===== src/rtl/ctrl_seq_pkg.sv =====
// Shared types and encodings for the decode-stage control-flow sequencer.
package ctrl_seq_pkg;

    typedef enum logic [1:0] {
        OP_CALL = 2'b00,
        OP_RET  = 2'b01,
        OP_RETI = 2'b10,
        OP_RSVD = 2'b11
    } op_kind_e;

    typedef enum logic [3:0] {
        S_IDLE       = 4'd0,
        S_DRAIN      = 4'd1,
        S_PUSH_PC    = 4'd2,
        S_PUSH_FLAGS = 4'd3,
        S_VECTOR     = 4'd4,
        S_CALL_PUSH  = 4'd5,
        S_POP_FLAGS  = 4'd6,
        S_POP_PC     = 4'd7,
        S_RET_WAIT   = 4'd8
    } seq_state_e;

    localparam logic [1:0] MSRC_FLAGS = 2'b00;
    localparam logic [1:0] MSRC_PC    = 2'b01;

    function automatic int max3(input int a, input int b, input int c);
        int m;
        m = (a > b) ? a : b;
        return (m > c) ? m : c;
    endfunction

endpackage


===== src/rtl/irq_prio_enc.sv =====
// Lowest-index-wins priority encoder for the interrupt request lines.
module irq_prio_enc #(
    parameter int N_IRQ = 1,
    parameter int ID_W  = 1
) (
    input  logic [N_IRQ-1:0] irq,
    output logic             valid,
    output logic [ID_W-1:0]  id
);

    always_comb begin
        valid = |irq;
        id    = '0;
        // Scan downward so the lowest set index is the last assignment.
        for (int i = N_IRQ - 1; i >= 0; i--) begin
            if (irq[i]) id = ID_W'(i);
        end
    end

endmodule


===== src/rtl/ctrl_flow_sequencer.sv =====
// Multi-cycle CALL / RET / RETI / interrupt-entry sequencer; stalls fetch and
// drives stack push/pop strobes word by word. Handshake: none, op is sampled only in IDLE.
module ctrl_flow_sequencer
    import ctrl_seq_pkg::*;
#(
    parameter int PC_W     = 32,
    parameter int WORD_W   = 16,
    parameter int DRAIN    = 4,
    parameter int RET_WAIT = 2,
    parameter int N_IRQ    = 1,
    localparam int PC_WORDS = PC_W / WORD_W,
    localparam int IDX_W    = (PC_WORDS > 1) ? $clog2(PC_WORDS) : 1,
    localparam int ID_W     = (N_IRQ > 1) ? $clog2(N_IRQ) : 1
) (
    input  logic             clk,
    input  logic             reset,
    input  logic             op_valid,
    input  logic [1:0]       op_kind,
    input  logic [N_IRQ-1:0] irq,
    output logic             busy,
    output logic             pc_write,
    output logic             clear_instruction,
    output logic             jump_uncond,
    output logic             mem_push,
    output logic             mem_pop,
    output logic [1:0]       mem_src_select,
    output logic [IDX_W-1:0] word_idx,
    output logic             flag_reg_select,
    output logic             pc_choose_memory,
    output logic             vector_load,
    output logic [ID_W-1:0]  irq_id,
    output logic [N_IRQ-1:0] irq_ack,
    output seq_state_e       state_dbg,
    output logic             in_isr_dbg
);

    localparam int CNT_MAX = max3(DRAIN, PC_WORDS, RET_WAIT);
    localparam int CNT_W   = (CNT_MAX > 1) ? $clog2(CNT_MAX) : 1;
    localparam logic [CNT_W-1:0] CNT_DRAIN = CNT_W'(DRAIN - 1);
    localparam logic [CNT_W-1:0] CNT_WORDS = CNT_W'(PC_WORDS - 1);
    localparam logic [CNT_W-1:0] CNT_RETW  = CNT_W'(RET_WAIT - 1);

    seq_state_e       state_q, state_d;
    logic [CNT_W-1:0] cnt_q, cnt_d;
    logic             in_isr_q, in_isr_d;
    logic             reti_q, reti_d;
    logic [ID_W-1:0]  irq_id_q, irq_id_d;
    logic             irq_valid;
    logic [ID_W-1:0]  irq_sel;
    logic             last;

    irq_prio_enc #(.N_IRQ(N_IRQ), .ID_W(ID_W)) u_prio (
        .irq   (irq),
        .valid (irq_valid),
        .id    (irq_sel)
    );

    always_ff @(posedge clk) begin
        if (reset) begin
            state_q  <= S_IDLE;
            cnt_q    <= '0;
            in_isr_q <= 1'b0;
            reti_q   <= 1'b0;
            irq_id_q <= '0;
        end else begin
            state_q  <= state_d;
            cnt_q    <= cnt_d;
            in_isr_q <= in_isr_d;
            reti_q   <= reti_d;
            irq_id_q <= irq_id_d;
        end
    end

    always_comb begin
        state_d  = state_q;
        cnt_d    = cnt_q;
        in_isr_d = in_isr_q;
        reti_d   = reti_q;
        irq_id_d = irq_id_q;
        last     = (cnt_q == '0);
        case (state_q)
            S_IDLE: begin
                // Interrupt beats a simultaneous op; decode re-fetches it later.
                if (irq_valid && !in_isr_q) begin
                    state_d  = S_DRAIN;
                    cnt_d    = CNT_DRAIN;
                    in_isr_d = 1'b1;
                    irq_id_d = irq_sel;
                end else if (op_valid) begin
                    case (op_kind_e'(op_kind))
                        OP_CALL: begin state_d = S_CALL_PUSH; cnt_d = CNT_WORDS; end
                        OP_RET:  begin state_d = S_POP_PC;    cnt_d = CNT_WORDS; end
                        OP_RETI: begin state_d = S_POP_FLAGS; cnt_d = '0; reti_d = 1'b1; end
                        default: ;
                    endcase
                end
            end
            S_DRAIN: begin
                if (last) begin state_d = S_PUSH_PC; cnt_d = CNT_WORDS; end
                else cnt_d = cnt_q - CNT_W'(1);
            end
            S_PUSH_PC: begin
                if (last) begin state_d = S_PUSH_FLAGS; cnt_d = '0; end
                else cnt_d = cnt_q - CNT_W'(1);
            end
            S_PUSH_FLAGS: state_d = S_VECTOR;
            S_VECTOR:     state_d = S_IDLE;
            S_CALL_PUSH: begin
                if (last) state_d = S_IDLE;
                else cnt_d = cnt_q - CNT_W'(1);
            end
            S_POP_FLAGS: begin state_d = S_POP_PC; cnt_d = CNT_WORDS; end
            S_POP_PC: begin
                if (last) begin state_d = S_RET_WAIT; cnt_d = CNT_RETW; end
                else cnt_d = cnt_q - CNT_W'(1);
            end
            S_RET_WAIT: begin
                if (last) begin
                    state_d = S_IDLE;
                    if (reti_q) in_isr_d = 1'b0;
                    reti_d = 1'b0;
                end else cnt_d = cnt_q - CNT_W'(1);
            end
            default: begin state_d = S_IDLE; cnt_d = '0; end
        endcase
    end

    always_comb begin
        busy              = (state_q != S_IDLE);
        pc_write          = !busy;
        clear_instruction = busy;
        jump_uncond       = 1'b0;
        mem_push          = 1'b0;
        mem_pop           = 1'b0;
        mem_src_select    = MSRC_FLAGS;
        word_idx          = '0;
        flag_reg_select   = 1'b0;
        pc_choose_memory  = 1'b0;
        vector_load       = 1'b0;
        irq_ack           = '0;
        case (state_q)
            S_PUSH_PC, S_CALL_PUSH: begin
                mem_push       = 1'b1;
                mem_src_select = MSRC_PC;
                word_idx       = IDX_W'(cnt_q);
                jump_uncond    = (state_q == S_CALL_PUSH) && (cnt_q == CNT_WORDS);
            end
            S_PUSH_FLAGS: mem_push = 1'b1;
            S_VECTOR: begin
                vector_load = 1'b1;
                irq_ack     = N_IRQ'(1) << irq_id_q;
            end
            S_POP_FLAGS: begin
                mem_pop         = 1'b1;
                flag_reg_select = 1'b1;
            end
            S_POP_PC: begin
                // Pop order is the reverse of push order: lower word first.
                mem_pop        = 1'b1;
                mem_src_select = MSRC_PC;
                word_idx       = IDX_W'(CNT_WORDS - cnt_q);
            end
            S_RET_WAIT: pc_choose_memory = (cnt_q == '0);
            default: ;
        endcase
    end

    assign irq_id     = irq_id_q;
    assign state_dbg  = state_q;
    assign in_isr_dbg = in_isr_q;

endmodule


===== config.mk =====
export PLATFORM = sky130hd
export DESIGN_NAME = ctrl_flow_sequencer
export DESIGN_NICKNAME = d
export VERILOG_FILES = /design/src/rtl/ctrl_seq_pkg.sv /design/src/rtl/irq_prio_enc.sv /design/src/rtl/ctrl_flow_sequencer.sv
export SDC_FILE = /design/constraint.sdc
export NUM_CORES = 1
export LEC_CHECK = 0
export BUFFER_PORTS_ARGS = -buffer_cell sky130_fd_sc_hd__buf_2
export CORE_ASPECT_RATIO = 0.8
export CORE_UTILIZATION = 45
export CTS_BUF_LIST = sky130_fd_sc_hd__clkbuf_2
export CTS_CLUSTER_DIAMETER = 120
export DETAILED_ROUTE_END_ITERATION = 12
export GPL_TIMING_DRIVEN = 0
export PLACE_DENSITY = 0.72
export SKIP_LAST_GASP = 1
export SYNTH_ARGS = -nofsm -noshare
export SYNTH_HDL_FRONTEND = slang
export SYNTH_SLANG_ARGS = --single-unit
export TNS_END_PERCENT = 30

===== constraint.sdc =====
create_clock -name clk -period 2.5 [get_ports clk]
set_input_delay 0.25 -clock clk [delete_from_list [all_inputs] [get_ports clk]]
set_output_delay 0.25 -clock clk [all_outputs]
set_load 0.01 [all_outputs]

==> flow_summary.yaml, run 1 <==
yosys:
  synth.lib_cells_used.distinct: 40
  synthMuxAreaShare_pct: 1.29
  synth_top_family_by_area: "simple AND/OR/NAND/NOR gates"
  avgSynthCellArea_sq_um: 7.38
  yosys.area_share.simple_pct: 30.0
  syn-cell-area_sq_um: 871
  synthCells: 118
  synth_edf_count: 0
  synth_compound_area_share_pct: 24.3
  synth-seq-cells: 8
  async_reset_ff_share_pct: 0
  seq_area_frac_synth_pct: 18.4
  ys.flop_type: "dfxtp_1"
  ys_warn_count: 0
  synthAdderAreaFrac_pct: 11.5
  synth_xor_area_share_pct: 1.01
floorplanning:
  core-area_sq_mm: 0.00172
  ioPinCount: 25
  initial_utilization_pct: 50.5
  die_h_um: 41.3
  dieArea_sq_mm: 0.00212
  die_w_um: 51.2
  row_count: 13
detailed_routing:
  drtAntennaViolNets: 0
  wire_per_inst_um: 13.3
  drt_iter0_markers: 42
  via_count: 968
  routed_via_density: 5.87
  wl_um: 2190
  remaining_drc_errors: 0
  drtPass1Iterations: 4
setup_path:
  rrSetupSlack_ns: 0.46
  startpoint_type: "register"
  reg2reg_depth: 6
  required_ns: 2.25
  r2r-end: "state_dbg[1]"
  path_class: "reg2out"
  cp_max_fo: 10
  arrival_ns: 1.88
  r2r_start: "state_dbg[1]"
  endpoint_kind: "output pin"
status:
  status: "complete, no violations"
global_route:
  grt_pass1_wl_um: 3370
  antenna_found_initial: 0
  grt_pass1_vias: 762
  grt_max_degree: 11
  overflow: 0
  grt_usage_pct: 22.1
clock_network:
  hold_buffers: 0
  path_clk_slew_ns: 0.08
  cts.repair.resized: 0
  clkSinkCount: 8
  clock_latency_ns: 0.26
  htree_levels: 1
  root_buffer: "clkbuf_2"
  cts_setup_buffers: 0
  numCtsBuffers: 3
  clk_path_buf_depth: 2
  cts_tree: "built"
worst_hold_path:
  min_path_cells: 3
  worstHoldStart: "irq"
  hold_path.class: "in2reg"
  hold_end: "in_isr_dbg"
sta:
  period_needed_ns: 2.13
  layout_setup_ws_ns: 0.365
  slew_violations: 0
  slew_headroom_pct: 42.9
  clock-skew-final_ns: 0.0121
  final.period_utilization_pct: 85.4
  fin_setup_tns_ns: 0
  setup_violations: 0
  rsz0062_at_grt: "no"
  hold_viol: 0
  max_freq_mhz: 468
  worst_pin_slew_ns: 0.848
  whs_ns: 0.320
place:
  post_dp_cell_area_sq_mm: 0.00101
  place_ws_ns: 0.502
  portBuffers: 21
  place.gp.congestion: 0.896
  detailed_place_hpwl_um: 1630
finish:
  finalNetCount: 159
  finalInstanceArea_sq_mm: 0.00102
  synthToLayoutAreaGrowth_pct: 17.4
  diodes: 0
  drive_gt1_share_pct: 24.5
pwr:
  power.leakage_nw: 0.488
  p_per_area_mw_per_mm2: 1120
  irDropWorstVdd_mv: 0.736
flow_run:
  max-cap-violations: 0
==> final cells by class <==
| cell class | count | area, sq um |
|---|---|---|
| Clock buffer | 3 | 15.0 |
| Buffer | 13 | 83.8 |
| Timing Repair Buffer | 21 | 105 |
| Tap cell | 22 | 27.5 |
| Inverter | 8 | 30.0 |
| Fill cell | 178 | 702 |
| Sequential cell | 8 | 160 |
| Multi-Input combinational cell | 90 | 601 |
==> critical path: stages, from the launching register on <==
cell	delay, ns
dfxtp_1	0.31
buf_4	0.16
nor4_1	0.75
inv_1	0.12
buf_4	0.16
buf_2	0.13
==> cells in the mapped netlist, types with 3 or more instances <==
cell type,number,share of area [%]
nor4b_1,3,3.0
nor3_1,4,2.3
o21ai_0,6,3.4
ha_1,8,11
clkbuf_1,4,1.7
a21oi_1,7,4.0
nor2_1,9,3.9
inv_1,8,3.4
dfxtp_1,8,18
nand3_1,3,1.7
nor2b_1,4,2.9
nand2_1,10,4.3
a211oi_1,5,4.3
buf_4,5,4.3
==> cells in the final DEF (no fill, tap or decap), types with 3 or more instances in the layout <==
cell      synthesis  layout
buf_2             1      22
buf_4             5       5
nor2_1            9       9
nor3_1            4       4
inv_1             8       8
nand2_1          10      10
nor2b_1           4       4
clkbuf_2          0       3
nor4b_1           3       3
a21oi_1           7       7
a211oi_1          5       5
nand3_1           3       3
ha_1              8       8
dfxtp_1           8       8
clkbuf_1          4       4
o21ai_0           6       6
==> logic make-up after synthesis <==
logic type               count (synthesis)
flip-flops                               8
XOR/XNOR                                 1
AO/OA/AOI/OAI                           30
buffers and inverters                   21
adder cells (fa/ha/maj)                  8
AND/OR/NAND/NOR                         48
other                                    1
multiplexers                             1
==> sequential cells by signal, summed over array words and instances (netlist names) <==
signal and count:
in_isr_dbg 1, reti_q 1, state_dbg 4, cnt_q 2
==> worst max-delay path by stage <==
stage / startpoint / endpoint / slack (ns) / cells past startpoint
floorplan: state_dbg[1] / state_dbg[0] / 0.59 / 6
global placement: state_dbg[1] / state_dbg[0] / 0.53 / 6
detailed placement: state_dbg[0] / state_dbg[0] / 0.50 / 6
CTS: state_dbg[1] / clear_instruction / 0.41 / 5
global route: state_dbg[1] / clear_instruction / 0.25 / 5
finish: state_dbg[1] / clear_instruction / 0.37 / 5
==> per-layer routing <==
layer	part of all wire [%]	track usage (%)	vias up
met5	0	0	-
met4	1.6	6.94	0
met3	11	5.43	5
met2	44	37.2	51
met1	43	28.6	444
li1	-	-	468
==> per-stage QoR <==
step,total power [W],instances,utilization (%)
floorplan,0.000830,119,-
global placement,0.00103,162,58.4
detailed placement,0.00105,162,58.4
CTS,0.00113,165,59.3
global route,0.00124,165,59.3
finish,0.00115,165,59.3
==> report_power, final <==
group	internal, W	total (W)	switching [W]
clock	0.0000327	0.0000884	0.0000557
sequential	0.000168	0.000201	0.0000333
combinational	0.000372	0.000857	0.000485
total	0.000572	0.00115	0.000574
Power figures use the tool's default switching activity.
==> run 2, diff against run 1 <==
--- a/config.mk
+++ b/config.mk
@@ -11,7 +11,6 @@
 export CTS_BUF_LIST = sky130_fd_sc_hd__clkbuf_2
 export CTS_CLUSTER_DIAMETER = 120
 export DETAILED_ROUTE_END_ITERATION = 12
-export GPL_TIMING_DRIVEN = 0
 export PLACE_DENSITY = 0.72
 export SKIP_LAST_GASP = 1
 export SYNTH_ARGS = -nofsm -noshare
==> run 2 against run 1 <==
  * Sequential cell count unchanged
  * Register-to-register slack got worse by 0.14 ns
  * Clock power decreased by 6.7%
  * Sequential share of layout area increased by 0.79 points
  * Critical path depth unchanged
  * Utilization decreased by 2.8 points
  * Global-route usage decreased by 0.88 points
  * Via count decreased by 6.7%
  * Die area unchanged
  * Clock skew decreased by 0.0090 ns
==> flow_summary.yaml, run 2 (synthesis gave the netlist of run 1 again) <==
setup_path:
  path_class: "reg2reg"
  cp_max_fo: 18
  startpoint_type: "register"
  arrival_ns: 2.36
  endpoint_kind: "register"
  r2r-end: "state_dbg[0]"
  rrSetupSlack_ns: 0.32
  required_ns: 2.68
  reg2reg_depth: 5
  r2r_start: "state_dbg[2]"
finish:
  final_common_cell: "buf_2"
  drive_gt1_share_pct: 23.7
  finalNetCount: 151
  diodes: 0
  most-common-layout-cells: "buf_2 (22), nand2_1 (10), nor2_1 (9)"
  fin_util_pct: 56.5
  largest_reg_flops: 4
  finalInstanceArea_sq_um: 973
  synthToLayoutAreaGrowth_pct: 11.8
flow_run:
  max-cap-violations: 0
clock_network:
  root_buffer: "clkbuf_2"
  path_clk_slew_ns: 0.08
  cts_setup_buffers: 0
  htree_levels: 1
  clkSinkCount: 8
  numCtsBuffers: 3
  hold_buffers: 0
  clock_latency_ns: 0.24
  clk_path_buf_depth: 2
  cts_tree: "built"
  cts.repair.resized: 0
worst_hold_path:
  min_path_cells: 2
  worstHoldStart: "reset"
  hold_path.class: "in2reg"
  hold_end: "state_dbg[0]"
detailed_routing:
  wl_um: 2090
  drtAntennaViolNets: 0
  drt_iter0_markers: 35
  drtPass1Iterations: 4
  wire_per_inst_um: 13.3
  routed_via_density: 5.75
  remaining_drc_errors: 0
  via_count: 903
sta:
  whs_ns: 0.293
  hold_viol: 0
  setup_violations: 0
  period_needed_ns: 2.18
  slew_violations: 0
  final.period_utilization_pct: 87.3
  rsz0062_at_grt: "no"
  max_freq_mhz: 458
  slew_headroom_pct: 57.5
  fin_setup_tns_ns: 0
  worst_pin_slew_ns: 0.629
  clock-skew-final_ns: 0.00312
place:
  post_dp_cell_area_sq_um: 958
  portBuffers: 22
  detailed_place_hpwl_um: 1580
  place.gp.congestion: 0.828
floorplanning:
  initial_utilization_pct: 50.5
  die_w_um: 51.2
  ioPinCount: 25
  row_count: 13
  dieArea_sq_mm: 0.00212
  core-area_sq_mm: 0.00172
  die_h_um: 41.3
pwr:
  irDropWorstVdd_mv: 0.606
  p_per_area_mw_per_mm2: 1110
  total_power_w: 0.00108
  power.leakage_nw: 0.462
global_route:
  grt_pass1_vias: 728
  antenna_found_initial: 0
  grt_max_degree: 19
  grt_pass1_wl_um: 3140
  grt_usage_pct: 21.3
  overflow: 0
status:
  status: "complete, no violations"
-- run 2: cell types whose count changed in the layout (fill, tap and decap cells not counted) --
| cell | previous run | this run |
|---|---|---|
| buf_1 | 1 | 0 |
| buf_4 | 5 | 4 |
| buf_6 | 2 | 0 |
| clkbuf_1 | 4 | 0 |
-- run 2: cell type report --
class | instances | area (sq um)
Fill cell | 180 | 751
Tap cell | 22 | 27.5
Timing Repair Buffer | 26 | 140
Inverter | 8 | 30.0
Sequential cell | 8 | 160
Multi-Input combinational cell | 90 | 601
Clock buffer | 3 | 15.0
-- run 2: critical path: stages, from the launching register on --
cell and delay, ns:
dfxtp_1 0.68, nor4b_1 0.19, o41a_1 0.43, a21o_4 0.22, or4_1 0.46, a21oi_1 0.13
-- run 2: worst max-delay path by stage --
stage	startpoint	endpoint	slack [ns]	depth (start not counted)
6_report	state_dbg[2]	state_dbg[0]	0.32	5
5_1_grt	state_dbg[3]	pc_choose_memory	0.20	4
4_1_cts	state_dbg[3]	pc_choose_memory	0.33	4
3_5_place_dp	state_dbg[2]	state_dbg[0]	0.36	5
3_3_place_gp	state_dbg[2]	state_dbg[0]	0.41	5
2_1_floorplan	state_dbg[1]	state_dbg[0]	0.59	6
-- run 2: power by group --
group	internal, W	switching [W]
Combinational	0.000338	0.000396
Sequential	0.000167	0.0000997
Clock	0.0000327	0.0000498
-- run 2: routing by layer --
layer / wire length (um) / part of all wire (%) / GRT usage (%) / vias to the layer above
met5: 0 / 0 / 0 / -
met2: 928 / 44 / 36.8 / 48
li1: - / - / - / 452
met4: 36 / 1.7 / 13.2 / 0
met3: 190 / 9.1 / 6.16 / 6
met1: 939 / 45 / 24.2 / 397
-- run 2: through the flow --
step | std cells | worst slack, ns
after floorplan | 119 | 0.593
after global placement | 154 | 0.414
after detailed placement | 154 | 0.363
after CTS | 157 | 0.330
after global routing | 157 | 0.203
final | 157 | 0.318
==> run 3, diff against run 2 <==
--- a/config.mk
+++ b/config.mk
@@ -12,6 +12,7 @@
 export CTS_CLUSTER_DIAMETER = 120
 export DETAILED_ROUTE_END_ITERATION = 12
 export PLACE_DENSITY = 0.72
+export RECOVER_POWER = 25
 export SKIP_LAST_GASP = 1
 export SYNTH_ARGS = -nofsm -noshare
 export SYNTH_HDL_FRONTEND = slang
==> run 3 against run 2 <==
  * Combinational power is 2% lower
  * Via count is 1.2% lower
  * Non-clock buffer count stayed put
  * First-iteration DRC count stayed put
  * Critical path type is now reg2out
  * Final cell count stayed put
==> flow_summary.yaml, run 3 (synthesis gave the netlist of run 1 again) <==
finish:
  multiInputGateArea_sq_um: 601
  diodes: 0
  final_common_cell: "buf_2"
  synthToLayoutAreaGrowth_pct: 10.6
  largest_reg_flops: 4
  finalNetCount: 151
  most-common-layout-cells: "buf_2 (17), nand2_1 (10), nor2_1 (9)"
  fillers: 183
  seq_area_sq_um: 160
  drive_gt1_share_pct: 19.3
worst_hold_path:
  worstHoldStart: "reset"
  hold_path.class: "in2reg"
  min_path_cells: 2
floorplanning:
  initial_utilization_pct: 50.5
  dieArea_sq_mm: 0.00212
  row_count: 13
  die_h_um: 41.3
  core-area_sq_mm: 0.00172
  die_w_um: 51.2
  ioPinCount: 25
sta:
  hold_viol: 0
  worst_pin_slew_ns: 0.625
  period_needed_ns: 2.20
  final.period_utilization_pct: 88.1
  rsz0062_at_grt: "no"
  slew_violations: 0
  max_freq_mhz: 454
  clock-skew-final_ns: 0.00326
  setup_violations: 0
  fin_setup_tns_ns: 0
  slew_headroom_pct: 57.7
clock_network:
  hold_buffers: 0
  numCtsBuffers: 3
  clk_path_buf_depth: 2
  htree_levels: 1
  cts_tree: "built"
  cts_setup_buffers: 0
  clkSinkCount: 8
  cts.repair.resized: 0
  clock_latency_ns: 0.24
  root_buffer: "clkbuf_2"
  path_clk_slew_ns: 0.08
detailed_routing:
  drtAntennaViolNets: 0
  routed_via_density: 5.68
  drt_iter0_markers: 35
  wire_per_inst_um: 13.5
  wl_um: 2120
  remaining_drc_errors: 0
  via_count: 892
  drtPass1Iterations: 4
global_route:
  grt_max_degree: 19
  antenna_found_initial: 0
  grt_usage_pct: 21.3
  grt_pass1_wl_um: 3140
  grt_pass1_vias: 728
  overflow: 0
setup_path:
  r2r_start: "state_dbg[2]"
  slowest_stage: "nor4b_1"
  required_ns: 2.25
  arrival_ns: 1.95
  endpoint_kind: "output pin"
  critical_path.cell_chain: "buf_4 > nor4b_1 > and2_1 > buf_2"
  critical-path-max-stage-delay_ns: 0.54
  startpoint: "state_dbg[3]"
  path_class: "reg2out"
  reg2reg_depth: 5
  cp_max_fo: 14
  startpoint_type: "register"
place:
  portBuffers: 22
  detailed_place_hpwl_um: 1580
  place.gp.congestion: 0.828
pwr:
  total_power_w: 0.00107
  power.leakage_nw: 0.439
  irDropWorstVdd_mv: 0.597
  p_per_area_mw_per_mm2: 1110
flow_run:
  max-cap-violations: 0
status:
  status: "complete, no violations"
run 3: changes by cell type in the layout (fill, tap and decap cells not counted), sizes merged:
| cell | change |
|---|---|
| buf | -6 |
| clkbuf | +6 |
run 3: metrics by stage:
stage / instance area, sq um / std cells / util (%) / worst slack [ns] / hold WS [ns]
final: 963 / 157 / 55.9 / 0.297 / 0.293
after global routing: 963 / 157 / 55.9 / 0.199 / 0.287
after CTS: 973 / 157 / 56.5 / 0.330 / 0.281
after detailed placement: 958 / 154 / 55.6 / 0.363 / 0.527
after global placement: 958 / 154 / 55.6 / 0.414 / 0.516
after floorplan: 875 / 119 / - / 0.593 / 0.453
run 3: power breakdown:
part	switching (W)	total [W]	internal [W]	leakage, nW
registers	0.0000997	0.000267	0.000167	0.0659
clock network	0.0000497	0.0000824	0.0000327	0.0125
logic	0.000397	0.000718	0.000321	0.361
run 3: critical path: cells and delay by family (launching register included):
family                 cells  cell delay, ns
buffers and inverters      2            0.41
DFF                        1            0.51
and+or+nand+nor            2            0.80
run 3: path summary, 6_finish.rpt:
kind,to,slack [ns]
hold reg to reg,in_isr_dbg,0.54
setup / recovery,pc_choose_memory,0.30
hold / removal,state_dbg[0],0.29
setup reg to reg,state_dbg[0],0.32
run 3: layer usage:
metal  part of all wire (%)  wire [um]  vias up  GRT usage, %
met2                     45        952       42          36.8
met3                    8.7        185        4          6.16
met5                      0          0        -             0
met1                     45        949      396          24.2
met4                    1.4         30        0          13.2
li1                       -          -      450             -
run 3: area by class of cell:
cell class                      count  area share, %
Inverter                            8           3.12
Tap cell                           22           2.86
Clock buffer                        3           1.56
Timing Repair Buffer               26           13.5
Sequential cell                     8           16.6
Multi-Input combinational cell     90           62.3
